===== src/rtl/pool_unit_arbiter_if.sv =====
// Requester-side bundle for pool_unit_arbiter.
// Sample handshake toward the arbiter, result strobe back out.
interface pool_unit_arbiter_if #(
   parameter int N_REQ  = 4,
   parameter int DATA_W = 32
);
   logic [N_REQ-1:0]        req_valid;
   logic [N_REQ*DATA_W-1:0] req_data;
   logic [N_REQ-1:0]        req_ready;
   logic [N_REQ-1:0]        rsp_valid;
   logic [DATA_W-1:0]       rsp_data;

   modport master (
      output req_valid, req_data,
      input  req_ready, rsp_valid, rsp_data
   );

   modport slave (
      input  req_valid, req_data,
      output req_ready, rsp_valid, rsp_data
   );
endinterface


===== src/rtl/pool_unit_arbiter.sv =====
// Round-robin owner of a shared avg_pool_unit: grants one requester a
// whole window, sequences the unit, and returns the pooled result.
module pool_unit_arbiter #(
   parameter int N_REQ    = 4,
   parameter int DATA_W   = 32,
   parameter int WIN      = 4,
   parameter int POOL_LAT = 3
) (
   input  logic              clk,
   input  logic              rst,
   pool_unit_arbiter_if.slave bus,
   output logic              busy,
   output logic [2:0]        gnt_id,
   output logic              pool_rst,
   output logic              pool_en,
   output logic [DATA_W-1:0] pool_ip,
   input  logic [DATA_W-1:0] pool_op
);

   localparam logic [2:0] S_IDLE  = 3'd0;
   localparam logic [2:0] S_RESET = 3'd1;
   localparam logic [2:0] S_FEED  = 3'd2;
   localparam logic [2:0] S_WAIT  = 3'd3;
   localparam logic [2:0] S_RESP  = 3'd4;

   localparam int CW = $clog2(WIN + 1);
   localparam int LW = $clog2(POOL_LAT + 1);
   localparam logic [CW-1:0] WIN_C  = CW'(WIN);
   localparam logic [CW-1:0] WIN_M1 = CW'(WIN - 1);
   localparam logic [LW-1:0] LAT_M1 = LW'(POOL_LAT - 1);
   localparam logic [2:0]    LAST   = 3'(N_REQ - 1);

   logic [2:0]        state;
   logic [2:0]        rr_ptr;
   logic [2:0]        sel;
   logic              any;
   logic [CW-1:0]     cnt;
   logic [LW-1:0]     wcnt;
   logic [N_REQ-1:0]  gsel;
   logic              gvalid;
   logic [DATA_W-1:0] gdata;
   logic              accept;
   logic [N_REQ-1:0]  rdy;
   logic [N_REQ-1:0]  rsp_v;
   logic [DATA_W-1:0] rsp_d;
   logic [2:0]        nxt_ptr;

   // Smallest wrapped distance from rr_ptr wins.
   always_comb begin
      int best;
      int d;
      best = N_REQ;
      d    = 0;
      sel  = 3'd0;
      for (int k = 0; k < N_REQ; k++) begin
         if (bus.req_valid[k]) begin
            d = k - int'(rr_ptr);
            if (d < 0) d = d + N_REQ;
            if (d < best) begin
               best = d;
               sel  = 3'(k);
            end
         end
      end
   end

   assign any = |bus.req_valid;

   always_comb begin
      gsel   = '0;
      gvalid = 1'b0;
      gdata  = '0;
      for (int k = 0; k < N_REQ; k++) begin
         if (gnt_id == 3'(k)) begin
            gsel[k] = 1'b1;
            gvalid  = bus.req_valid[k];
            gdata   = bus.req_data[k*DATA_W +: DATA_W];
         end
      end
   end

   always_comb begin
      rdy = '0;
      if (state == S_FEED && cnt < WIN_C) rdy = gsel;
   end

   assign accept  = gvalid && (state == S_FEED) && (cnt < WIN_C);
   assign nxt_ptr = (gnt_id == LAST) ? 3'd0 : gnt_id + 3'd1;

   assign bus.req_ready = rdy;
   assign bus.rsp_valid = rsp_v;
   assign bus.rsp_data  = rsp_d;
   assign busy          = (state != S_IDLE);
   assign pool_rst      = (state == S_RESET);

   always_ff @(posedge clk) begin
      if (rst) begin
         state   <= S_IDLE;
         rr_ptr  <= 3'd0;
         gnt_id  <= 3'd0;
         cnt     <= '0;
         wcnt    <= '0;
         rsp_v   <= '0;
         rsp_d   <= '0;
         pool_en <= 1'b0;
         pool_ip <= '0;
      end else begin
         rsp_v   <= '0;
         pool_en <= 1'b0;
         unique case (state)
            S_IDLE: begin
               if (any) begin
                  gnt_id <= sel;
                  state  <= S_RESET;
               end
            end
            S_RESET: begin
               cnt   <= '0;
               state <= S_FEED;
            end
            S_FEED: begin
               // A stalled requester keeps the grant; pool_ip holds.
               pool_en <= accept;
               if (accept) begin
                  pool_ip <= gdata;
                  cnt     <= cnt + 1'b1;
                  if (cnt == WIN_M1) begin
                     wcnt  <= '0;
                     state <= S_WAIT;
                  end
               end
            end
            S_WAIT: begin
               if (wcnt == LAT_M1) state <= S_RESP;
               else                wcnt  <= wcnt + 1'b1;
            end
            S_RESP: begin
               rsp_v  <= gsel;
               rsp_d  <= pool_op;
               rr_ptr <= nxt_ptr;
               state  <= S_IDLE;
            end
            default: state <= S_IDLE;
         endcase
      end
   end

endmodule


===== src/flat_wrapper.sv =====
// flat-port wrapper written by rule: the top's interface ports become plain ports
module pool_unit_arbiter_flat 
#(
   parameter int N_REQ    = 4,
   parameter int DATA_W   = 32,
   parameter int WIN      = 4,
   parameter int POOL_LAT = 3
)
  (clk, rst, busy, gnt_id, pool_rst, pool_en, pool_ip, pool_op, bus_req_valid, bus_req_data, bus_req_ready, bus_rsp_valid, bus_rsp_data);
  pool_unit_arbiter_if #(.N_REQ(N_REQ), .DATA_W(DATA_W)) bus_i ();
  input  logic clk;
  input  logic rst;
  output logic busy;
  output logic [2:0] gnt_id;
  output logic pool_rst;
  output logic pool_en;
  output logic [DATA_W-1:0] pool_ip;
  input  logic [DATA_W-1:0] pool_op;
  input wire logic [$bits(bus_i.req_valid)-1:0] bus_req_valid;
  input wire logic [$bits(bus_i.req_data)-1:0] bus_req_data;
  output wire logic [$bits(bus_i.req_ready)-1:0] bus_req_ready;
  output wire logic [$bits(bus_i.rsp_valid)-1:0] bus_rsp_valid;
  output wire logic [$bits(bus_i.rsp_data)-1:0] bus_rsp_data;
  assign bus_i.req_valid = bus_req_valid;
  assign bus_i.req_data = bus_req_data;
  assign bus_req_ready = bus_i.req_ready;
  assign bus_rsp_valid = bus_i.rsp_valid;
  assign bus_rsp_data = bus_i.rsp_data;
  pool_unit_arbiter #(.N_REQ(N_REQ), .DATA_W(DATA_W), .WIN(WIN), .POOL_LAT(POOL_LAT)) u_core (.clk(clk), .rst(rst), .bus(bus_i), .busy(busy), .gnt_id(gnt_id), .pool_rst(pool_rst), .pool_en(pool_en), .pool_ip(pool_ip), .pool_op(pool_op));
endmodule

===== config.mk =====
export PLATFORM = sky130hd
export DESIGN_NAME = pool_unit_arbiter_flat
export DESIGN_NICKNAME = d
export VERILOG_FILES = /design/src/rtl/pool_unit_arbiter_if.sv /design/src/rtl/pool_unit_arbiter.sv /design/src/flat_wrapper.sv
export SDC_FILE = /design/constraint.sdc
export NUM_CORES = 1
export LEC_CHECK = 0
export ABC_CLOCK_PERIOD_IN_PS = 7480
export BUFFER_PORTS_ARGS = -buffer_cell sky130_fd_sc_hd__buf_2
export CORE_ASPECT_RATIO = 1.5
export CORE_MARGIN = 5
export CORE_UTILIZATION = 49
export DETAILED_ROUTE_END_ITERATION = 10
export PLACE_DENSITY = 0.87
export RECOVER_POWER = 100
export SETUP_SLACK_MARGIN = 0.05
export SLEW_MARGIN = 20
export SYNTH_ARGS = -nofsm -noshare
export SYNTH_HDL_FRONTEND = slang
export SYNTH_SLANG_ARGS = --single-unit

===== constraint.sdc =====
create_clock -name clk -period 7.48 [get_ports clk]
set_input_delay 1.122 -clock clk [delete_from_list [all_inputs] [get_ports clk]]
set_output_delay 1.122 -clock clk [all_outputs]
set_load 0.1 [all_outputs]

Word level (Yosys, flattened, before mapping)

Cells that the tools add are included.

$add $sub $neg: 11
Reduce and logical (&&, ||, !) cells: 16
Multiplexer cells: 45
$lt $le $gt $ge: 9
Eq/ne operators: 14
Bitwise gates (word level): 2

Operators by type and width:

| cell                    | count |
|---|---|
| $mux W32                | 18 |
| $add A32 B4 Y32 const B | 4 |
| $lt A32 B1 Y1 const B   | 4 |
| $lt A32 B32 Y1          | 3 |
| $mux W3                 | 11 |
| $lt A32 B4 Y1 const B   | 1 |
| $eq A3 B2 Y1 const B    | 5 |
| $pmux W3 S4             | 1 |
| $mux W1                 | 9 |
| $reduce_and A4 Y1       | 2 |
| $sub A1 B3 Y4 const A   | 2 |
| $sub A2 B3 Y4 const A   | 2 |
| $add A3 B1 Y3 const B   | 2 |
| $eq A3 B1 Y1 const B    | 2 |
| $logic_not A3 Y1        | 2 |
| $mux W2                 | 3 |
| $ne A2 B1 Y1 const B    | 3 |
| $pmux W3 S2             | 1 |
| $reduce_and A2 Y1       | 3 |
| $mux W4                 | 1 |
| $ne A2 B2 Y1 const B    | 2 |
| $pmux W2 S2             | 1 |
| $reduce_bool A2 Y1      | 2 |
| $reduce_or A2 Y1        | 2 |
| other kinds (8)         | 11 |

Logic and storage cells: 106
Input port bits: 166
Bits in registers: 83

Depth between registers and ports, before layout

Gate-level depths: netlist of the first run.

Word-level depth: 16
Depth in mapped cells: 24
Gate-level depth less buffers: 24

Least setup slack after synthesis of the first run

No wires, ideal clock.

Kind: input to register
Start: input port bus_req_valid[0]
End: register u_core.gnt_id[1]
Data arrival time: 4.522 ns
Path buffers: 1
Setup slack: 2.867 ns
Stages on the path: 20
Cell sequence: buf_2 > nand2_1 > ha_1 > nand3_1 > o22ai_2 > mux2_4 > mux2_2 > ha_1 > a21oi_1 > o211a_1 > nor2_1 > o31a_1 > nand2_1 > o21ai_0 > ha_1 > or2b_1 > o22ai_1 > a21o_2 > nand3_1 > a311oi_1

Cells in the longest elaborated chain, start to end: 10
Elaborated cells on any way between the ends: 14
Classes of those cells: order compare: 3; mux: 9; reduce/logical: 2

RTL lines:

| element                | line                     | RTL |
|---|---|---|
| start: declaration     | flat_wrapper.sv:19       | `input wire logic [$bits(bus_i.req_valid)-1:0] bus_req_valid;` |
| $mux W32               | pool_unit_arbiter.sv:56  | `if (bus.req_valid[k]) begin` |
| $lt A32 B32 Y1         | pool_unit_arbiter.sv:59  | `if (d < best) begin` |
| $mux W32               | pool_unit_arbiter.sv:59  |  |
| $mux W32               | pool_unit_arbiter.sv:56  |  |
| $lt A32 B32 Y1         | pool_unit_arbiter.sv:59  |  |
| $mux W32               | pool_unit_arbiter.sv:59  |  |
| $mux W32               | pool_unit_arbiter.sv:56  |  |
| $lt A32 B32 Y1         | pool_unit_arbiter.sv:59  |  |
| $mux W3                | pool_unit_arbiter.sv:59  |  |
| $mux W3                | pool_unit_arbiter.sv:56  |  |
| end signal: assignment | pool_unit_arbiter.sv:113 | `gnt_id <= sel;` |
| end: declaration       | pool_unit_arbiter.sv:13  | `output logic [2:0] gnt_id,` |

Parallel ways exist; a longest one is shown, timed or not.
A chain may end at the register's enable or synchronous reset.

Final worst setup path of the first run

Start: register u_core.gnt_id[0]
End: output port bus_req_ready[2]

Cells in the longest elaborated chain, start to end: 3

RTL lines:

| element                  | line                    | RTL |
|---|---|---|
| $eq A3 B2 Y1             | pool_unit_arbiter.sv:74 | `if (gnt_id == 3'(k)) begin` |
| $mux W1                  | pool_unit_arbiter.sv:74 |  |
| named net u_core.gsel[2] | pool_unit_arbiter.sv:39 | `logic [N_REQ-1:0] gsel;` |
| $mux W4                  | pool_unit_arbiter.sv:84 | `if (state == S_FEED && cnt < WIN_C) rdy = gsel;` |
| end: declaration         | flat_wrapper.sv:21      | `output wire logic [$bits(bus_i.req_ready)-1:0] bus_req_ready;` |

The timed path passes the listed nets, and every way through them passes these cells.

==> results.cfg, run 1 <==
[die]
initial_utilization = 0.501
dieArea_um2 = 11100
die_w_um = 87.5
die_y_um = 126
rows = 42
coreArea_um2 = 8830
boundaryPins = 244

[timing]
max_freq_mhz = 191
period_minus_slack_ns = 5.25
grt_setup_unrepaired = false
final-hold-violation-count = 0
tns_ns = 0
layout_setup_ws_ns = 2.23
final-setup-viol-count = 0
fin_crit_sh = 0.702
slew_headroom = -0.826
skew_ns = 0.00596
worstMarginPinSlew_ns = 2.74
finalMaxSlewViolations = 193

[finish]
drive_above_1_share = 0.242
nets = 1005
final_cell_count_no_fill = 931
layout_common_cells = 165 x buf_2, 115 x nand2_1, 83 x nor2_1
area_growth_pct = 31.3
mostFrequentLayoutCell = buf_2
final_util = 0.657
antenna_cells = 0

[detailed_routing]
drtPass1Iterations = 7
vias_per_cell = 5.39
drc = 0
drt_wl_total_um = 14500
via_count = 5018
routedWlPerCell_um = 15.6
drtIter0Drc = 209
drtAntennaViolNets = 0

[pwr]
clkPwrFrac = 0.309
p_seq_frac = 0.355
p_int_w = 0.000797
leakage_nw = 2.41
peakVddDrop_mv = 0.158
power_density_nw_per_um2 = 227
combPwrFrac = 0.336
netSwitchingFraction = 0.396
power_switching_w = 0.000522

[logic_synthesis]
synth_top_area_share = 0.367
synth_flop_cell = dfxtp_1
postSynthCellCount = 602
synth_area_per_cell_um2 = 7.34
async_reset_ff_frac = 0
synth_edf_count = 0
ys_types = 50
netlist_area_um2 = 4420
yosysTopAreaCell = dfxtp_1
yosysSeqAreaShare = 0.367
ys_top_cells_by_area = dfxtp_1 37%, nand2_1 9.8%, a21oi_1 8.5%
yosysWarnings = 0
ys_ff_latch = 81

[grt]
antenna_found_initial = 0
grt_pass1_vias = 4819
grt_pass1_wl_um = 22700
grt_remaining_overflow = 0
grt_max_degree = 72
track_usage = 0.253

[cts]
cts_buffer_depth = 2
cts-buffers-inserted = 9
cts_tree = done
post_cts_resized = 0
clk_latency_ns = 0.33
clkSinkCount = 81
cts_setup_buffers = 0
hold_buffers = 0
ctsHtreeMaxLevel = 3
cts_root_buf = clkbuf_16
clk_pin_slew_ns = 0.06

[worst_setup_path]
worstSetupEndpointType = output pin
crit_arrival_ns = 4.13
cp_max_fo = 68
criticalPathCategory = reg2out
r2r_cells = 20
startpoint_type = register
worst_ep_required_time_ns = 6.36

[min_path]
holdPathStages = 2
min_path_type = reg2reg

[placement]
gp_congestion = 0.904
numPortBuffers = 242
hpwl_um = 11100
pre_cts_slack_ns = 2.38
dp.cells = 915

[flow_run]
maxCapViolCount = 3

[run_status]
outcome = finished with violations
violations = max-capacitance violations, max-slew violations
flip-flops by register name, indices dropped and copies added (netlist names):
| register | count |
|---|---|
| u_core.bus.rsp_data | 32 |
| u_core.pool_ip | 32 |
| u_core.bus.rsp_valid | 4 |
| u_core.cnt | 3 |
| u_core.state | 3 |
| u_core.gnt_id | 2 |
| u_core.rr_ptr | 2 |
| u_core.wcnt | 2 |
| u_core.pool_en | 1 |
synthesized netlist by cell type, drive strengths merged (2+ instances only):
cell type,number
o21ai,34
a21oi,76
and2,5
clkbuf,38
mux2,3
a22oi,31
o22ai,2
mux2i,2
o2111ai,2
nor2,83
conb,2
nor2b,2
dfxtp,81
nor3,4
a21o,4
buf,11
nand2,115
nor3b,4
nand3,7
nor4,2
a211oi,2
inv,14
ha,23
a21boi,3
nand2b,4
o211ai,31
worst max-delay path: stages, from the launching register on:
cell and delay (ns):
dfxtp_1 0.36, inv_1 0.11, ha_1 0.16, clkbuf_1 1.92, and2_1 0.33, clkbuf_1 0.89
stage by stage:
| step | power [W] | hold slack, ns | instance area [um2] |
|---|---|---|---|
| 3_5_place_dp | 0.000925 | 0.443 | 5650 |
| 6_report | 0.00132 | 0.453 | 5800 |
| 5_1_grt | 0.00139 | 0.469 | 5800 |
| 3_3_place_gp | 0.000918 | 0.439 | 5650 |
| 4_1_cts | 0.00133 | 0.452 | 5930 |
| 2_1_floorplan | 0.000813 | 0.444 | 4430 |
path summary, 6_finish.rpt:
path	from	to	slack [ns]
setup reg to reg	u_core.rr_ptr[0]	u_core.gnt_id[1]	2.34
setup / recovery	u_core.gnt_id[0]	bus_req_ready[2]	2.23
hold / removal	u_core.bus.rsp_data[26]	u_core.bus.rsp_data[26]	0.45
hold reg to reg	u_core.bus.rsp_data[26]	u_core.bus.rsp_data[26]	0.45
cell type report:
| class | instances | area [um2] |
|---|---|---|
| inverters | 14 | 52.6 |
| flip-flops and latches | 81 | 1620 |
| repair buffers | 249 | 1160 |
| clock inverters | 7 | 55.1 |
| clock buffers | 9 | 225 |
| multi-input cells | 461 | 2550 |
| well taps | 110 | 138 |
| fillers | 835 | 3030 |
power groups by stage:
stage	clock, W	sequential [W]	combinational [W]
finish	0.000407	0.000468	0.000444
global route	0.000437	0.000471	0.000479
CTS	0.000416	0.000468	0.000450
detailed placement	0	0.000477	0.000448
global placement	0	0.000476	0.000441
floorplan	0	0.000611	0.000203
per-layer routing:
metal | GRT usage | routed length, um | vias to the layer above
met2 | 0.446 | 7160 | 236
met1 | 0.284 | 5490 | 2243
li1 | - | - | 2507
met3 | 0.0714 | 1460 | 32
met4 | 0.0930 | 435 | 0
met5 | 0 | 0 | -
kinds of logic (layout without fill, tap and decap cells):
| logic type | after synthesis | count (layout) | synth area share |
|---|---|---|---|
| AND/OR/NAND/NOR | 234 | 234 | 0.219 |
| AO/OA/AOI/OAI | 194 | 194 | 0.277 |
| flip-flops | 81 | 81 | 0.367 |
| buffers and inverters | 63 | 279 | 0.0572 |
| adder cells (fa/ha/maj) | 23 | 23 | 0.0651 |
| multiplexers | 5 | 5 | 0.0130 |
| other | 2 | 5 | 0.00170 |
(Power assumes the default switching activity.)
==> run 2, diff against run 1 <==
ABC_CLOCK_PERIOD_IN_PS = 5050   (was 7480)
CORE_UTILIZATION = 45   (was 49)
PLACE_DENSITY = 0.81   (was 0.87)
clock period = 5.05 ns   (was 7.48 ns; I/O delays follow)
==> results.cfg, run 2 (synthesis gave the netlist of run 1 again) <==
[run_status]
outcome = finished with violations
violations = max-capacitance violations, max-slew violations

[worst_setup_path]
worstSetupEndpointType = register
r2r-start = u_core.rr_ptr[0]
criticalPathCategory = reg2reg
reg2reg_to = u_core.gnt_id[1]
reg2reg_slack_ns = 0.33
crit_arrival_ns = 4.96
startpoint_type = register
worst_ep_required_time_ns = 5.29
r2r_cells = 22
cp_max_fo = 9

[cts]
cts_buffer_depth = 2
hold_buffers = 0
ctsHtreeMaxLevel = 3
cts-buffers-inserted = 9
clkSinkCount = 81
clk_latency_ns = 0.33
cts_root_buf = clkbuf_16
cts_tree = done
clk_pin_slew_ns = 0.06

[flow_run]
maxCapViolCount = 1

[finish]
multi_input_area_um2 = 2560
fillCellCount = 949
area.sequential_um2 = 1620
final_cell_count_no_fill = 934
nets = 1004
antenna_cells = 0
layout_common_cells = 165 x buf_2, 115 x nand2_1, 83 x nor2_1
drive_above_1_share = 0.245
mostFrequentLayoutCell = buf_2
area_growth_pct = 32.4

[min_path]
whs_endpoint = u_core.bus.rsp_data[13]
hold_start = u_core.bus.rsp_data[13]
min_path_type = reg2reg
holdPathStages = 2

[timing]
final-setup-viol-count = 0
worstMarginPinSlew_ns = 1.57
skew_ns = 0.00591
grt_setup_unrepaired = false
period_minus_slack_ns = 4.72
max_freq_mhz = 212
slew_headroom = -0.0478
final-hold-violation-count = 0
fin_crit_sh = 0.936
tns_ns = 0
finalMaxSlewViolations = 33

[die]
dieArea_um2 = 11900
die_y_um = 131
boundaryPins = 244
die_w_um = 90.9
rows = 44
initial_utilization = 0.459
coreArea_um2 = 9630

[grt]
grt_max_degree = 68
grt_pass1_wl_um = 23100
grt_pass1_vias = 4702
grt_remaining_overflow = 0
antenna_found_initial = 0
track_usage = 0.231

[pwr]
netSwitchingFraction = 0.369
clkPwrFrac = 0.339
peakVddDrop_mv = 0.253
power_switching_w = 0.000753
power_density_nw_per_um2 = 349
p_seq_frac = 0.340
p_int_w = 0.00129
combPwrFrac = 0.320
leakage_nw = 2.43

[detailed_routing]
drtIter0Drc = 183
vias_per_cell = 5.35
routedWlPerCell_um = 15.4
drtAntennaViolNets = 0
drt_wl_total_um = 14400
drtPass1Iterations = 5
via_count = 4997
drc = 0

[placement]
hpwl_um = 10900
dp.cells = 919
gp_congestion = 0.905
numPortBuffers = 242
[run 2: layout make-up]
class	count	area share
Multi-Input combinational cell	461	0.438
Sequential cell	81	0.277
Timing Repair Buffer	248	0.197
Clock buffer	11	0.0415
Tap cell	115	0.0246
Clock inverter	4	0.0130
Inverter	14	0.00898
[run 2: power groups by stage]
| stage | Clock, W | Sequential (W) | Combinational [W] |
|---|---|---|---|
| final | 0.000693 | 0.000694 | 0.000654 |
| after global routing | 0.000738 | 0.000698 | 0.000707 |
| after CTS | 0.000712 | 0.000694 | 0.000668 |
| after detailed placement | 0 | 0.000707 | 0.000663 |
| after global placement | 0 | 0.000707 | 0.000655 |
| after floorplan | 0 | 0.000904 | 0.000300 |
[run 2: how the worst max path moves through the flow]
stage                     start          endpoint  cells after the start
2_1_floorplan  bus_req_valid[0]  u_core.gnt_id[1]                     20
3_3_place_gp   u_core.rr_ptr[0]  u_core.gnt_id[1]                     24
3_5_place_dp   u_core.rr_ptr[0]  u_core.gnt_id[1]                     22
4_1_cts        u_core.rr_ptr[0]  u_core.gnt_id[1]                     22
5_1_grt        u_core.rr_ptr[0]  u_core.gnt_id[1]                     22
6_report       u_core.rr_ptr[0]  u_core.gnt_id[1]                     22
[run 2: per-layer routing]
metal	track usage	vias up	part of all wire
li1	-	2500	-
met1	0.268	2234	0.39
met2	0.395	228	0.49
met3	0.0681	35	0.092
met4	0.0922	0	0.034
met5	0	-	0
[run 2: critical path: stages, from the launching register on]
cell	delay (ns)
dfxtp_2	0.41
inv_1	0.10
ha_1	0.20
ha_1	0.19
nand2_1	0.20
ha_1	0.21
nand3_1	0.10
o22ai_2	0.25
mux2_4	0.38
mux2_2	0.31
ha_1	0.19
a21oi_1	0.12
o211a_1	0.20
nor2_1	0.08
o31a_1	0.32
nand2_1	0.10
o21ai_0	0.08
ha_1	0.22
or2b_1	0.26
o22ai_1	0.22
a21o_2	0.14
nand3_1	0.08
a311oi_1	0.26
[run 2: stage by stage]
stage	cell area, um2	utilization	hold WS, ns	setup slack, ns	total power [W]
after floorplan	4430	-	0.444	0.802	0.00120
after global placement	5650	0.586	0.440	0.483	0.00136
after detailed placement	5650	0.586	0.443	0.318	0.00137
after CTS	5970	0.619	0.451	0.272	0.00207
after global routing	5850	0.608	0.470	0.0446	0.00214
final	5850	0.608	0.455	0.326	0.00204
[run 2: timing repair]
action / 4_1_cts / 5_1_grt
gates resized for setup: 0 / 1
endpoints found under the setup margin: 0 / 2
buffers inserted: 0 / 0
==> run 3, diff against run 2 <==
--- a/config.mk
+++ b/config.mk
@@ -16,3 +16,2 @@
 export SETUP_SLACK_MARGIN = 0.05
-export SLEW_MARGIN = 20
 export SYNTH_ARGS = -nofsm -noshare
==> constraint.sdc (replaced) <==
create_clock -name clk -period 5.05 [get_ports clk]
set_input_delay 0.2525 -clock clk [delete_from_list [all_inputs] [get_ports clk]]
set_output_delay 0.2525 -clock clk [all_outputs]
set_load 0.1 [all_outputs]
==> results.cfg, run 3 (synthesis gave the netlist of run 1 again) <==
[cts]
hold_buffers = 0
clk_pin_slew_ns = 0.06
ctsHtreeMaxLevel = 3
cts-buffers-inserted = 9
cts_tree = done
cts_buffer_depth = 2
clkSinkCount = 81
clk_latency_ns = 0.33
cts_root_buf = clkbuf_16

[timing]
fin_crit_sh = 0.950
slew_headroom = -0.346
max_freq_mhz = 208
skew_ns = 0.00569
period_minus_slack_ns = 4.80
final-hold-violation-count = 0
worstMarginPinSlew_ns = 2.02
finalMaxSlewViolations = 84
final-setup-viol-count = 0

[finish]
layout_common_cells = 164 x buf_2, 114 x nand2_1, 83 x nor2_1
antenna_cells = 0
area_growth_pct = 33.0
nets = 1005
drive_above_1_share = 0.252
mostFrequentLayoutCell = buf_2
fin_area_um2 = 5880
final_cell_count_no_fill = 933

[pwr]
peakVddDrop_mv = 0.208
p_int_w = 0.00132
netSwitchingFraction = 0.361
clkPwrFrac = 0.346
p_seq_frac = 0.337
leakage_nw = 2.44
power_density_nw_per_um2 = 350
power_switching_w = 0.000744
combPwrFrac = 0.317

[placement]
dp.cells = 919
gp_congestion = 1.02
hpwl_um = 11000
numPortBuffers = 242
placed_area_um2 = 5650

[grt]
grt_remaining_overflow = 0
grt_pass1_vias = 4913
grt_pass1_wl_um = 23700
antenna_found_initial = 0
track_usage = 0.236
grt_max_degree = 68

[worst_setup_path]
worst_ep_required_time_ns = 5.27
r2r-start = u_core.rr_ptr[0]
cp_max_fo = 9
path_buf_inv = 3
max_stage_delay_ns = 0.38
crit_arrival_ns = 5.02
worstSetupEndpointType = register
cp_slowest_cell = mux2_4
criticalPathCategory = reg2reg
worstPathCellList = inv_1 -> ha_1 -> inv_1 -> ha_1 -> nand2_1 -> inv_1 -> ha_1 -> nand3_1 -> o22ai_2 -> mux2_4 -> mux2_2 -> ha_1 -> a21oi_1 -> o211a_1 -> nor2_1 -> o31a_1 -> nand2_1 -> o21ai_0 -> ha_1 -> or2b_1 -> o22ai_2 -> a21o_2 -> nand3_1 -> a311oi_1
cpMostUsedCell = ha_1
crit_start = u_core.rr_ptr[0]
startpoint_type = register
path_delay_family = compound AO/OA/AOI/OAI gates

[run_status]
outcome = finished with violations
violations = max-capacitance violations, max-slew violations

[detailed_routing]
drt_wl_total_um = 14700
drtPass1Iterations = 5
drc = 0
drtAntennaViolNets = 0
via_count = 5036
routedWlPerCell_um = 15.8
drtIter0Drc = 203
vias_per_cell = 5.40

[die]
die_w_um = 90.9
coreArea_um2 = 9630
initial_utilization = 0.459
rows = 44
dieArea_um2 = 11900
boundaryPins = 244
die_y_um = 131

[flow_run]
maxCapViolCount = 3

[min_path]
hold_start = pool_op[30]
min_path_type = in2reg
run 3: stage by stage:
step | total power (W) | hold slack, ns | worst slack [ns] | setup TNS (ns) | utilization
6_report | 0.00206 | 0.160 | 0.251 | 0 | 0.610
5_1_grt | 0.00216 | 0.159 | -0.00863 | -0.00863 | 0.610
4_1_cts | 0.00209 | 0.146 | 0.229 | 0 | 0.619
3_5_place_dp | 0.00137 | 0.443 | 0.247 | 0 | 0.586
3_3_place_gp | 0.00136 | 0.440 | 0.599 | 0 | 0.586
2_1_floorplan | 0.00120 | 0.389 | 0.816 | 0 | -
run 3: layout make-up:
type	instances	area [um2]
inverters	14	52.6
multi-input cells	461	2580
fillers	957	3760
clock buffers	9	225
clock inverters	4	95.1
flip-flops and latches	81	1630
well taps	115	144
repair buffers	249	1160
run 3: repair_timing:
item | CTS | global route
endpoints found under the setup margin | 0 | 2
gates resized for setup | 0 | 7
buffers inserted | 0 | 1
run 3: tightest hold or removal path: cells and delay by family:
family | cells | cell delay (ns)
AO/OA/AOI/OAI | 1 | 0.05
AND/OR/NAND/NOR | 1 | 0.04
buffers and inverters | 1 | 0.09
run 3: path summary, 6_finish.rpt:
check | endpoint | slack (ns) | cells past startpoint
max | u_core.gnt_id[1] | 0.25 | 24
min | u_core.bus.rsp_data[30] | 0.16 | 3
max reg2reg | u_core.gnt_id[1] | 0.25 | 24
min reg2reg | u_core.bus.rsp_data[0] | 0.45 | 2
run 3: power by group through the flow:
stage,logic [W],registers (W),clock network (W)
3_5_place_dp,0.000660,0.000708,0
6_report,0.000653,0.000695,0.000712
3_3_place_gp,0.000652,0.000707,0
5_1_grt,0.000707,0.000698,0.000754
2_1_floorplan,0.000300,0.000904,0
4_1_cts,0.000665,0.000694,0.000730
run 3: per-layer routing:
layer / part of all wire / wire length (um) / track usage
met1: 0.39 / 5790 / 0.280
met2: 0.49 / 7280 / 0.405
met3: 0.089 / 1310 / 0.0681
met4: 0.023 / 342 / 0.0824
met5: 0 / 0 / 0
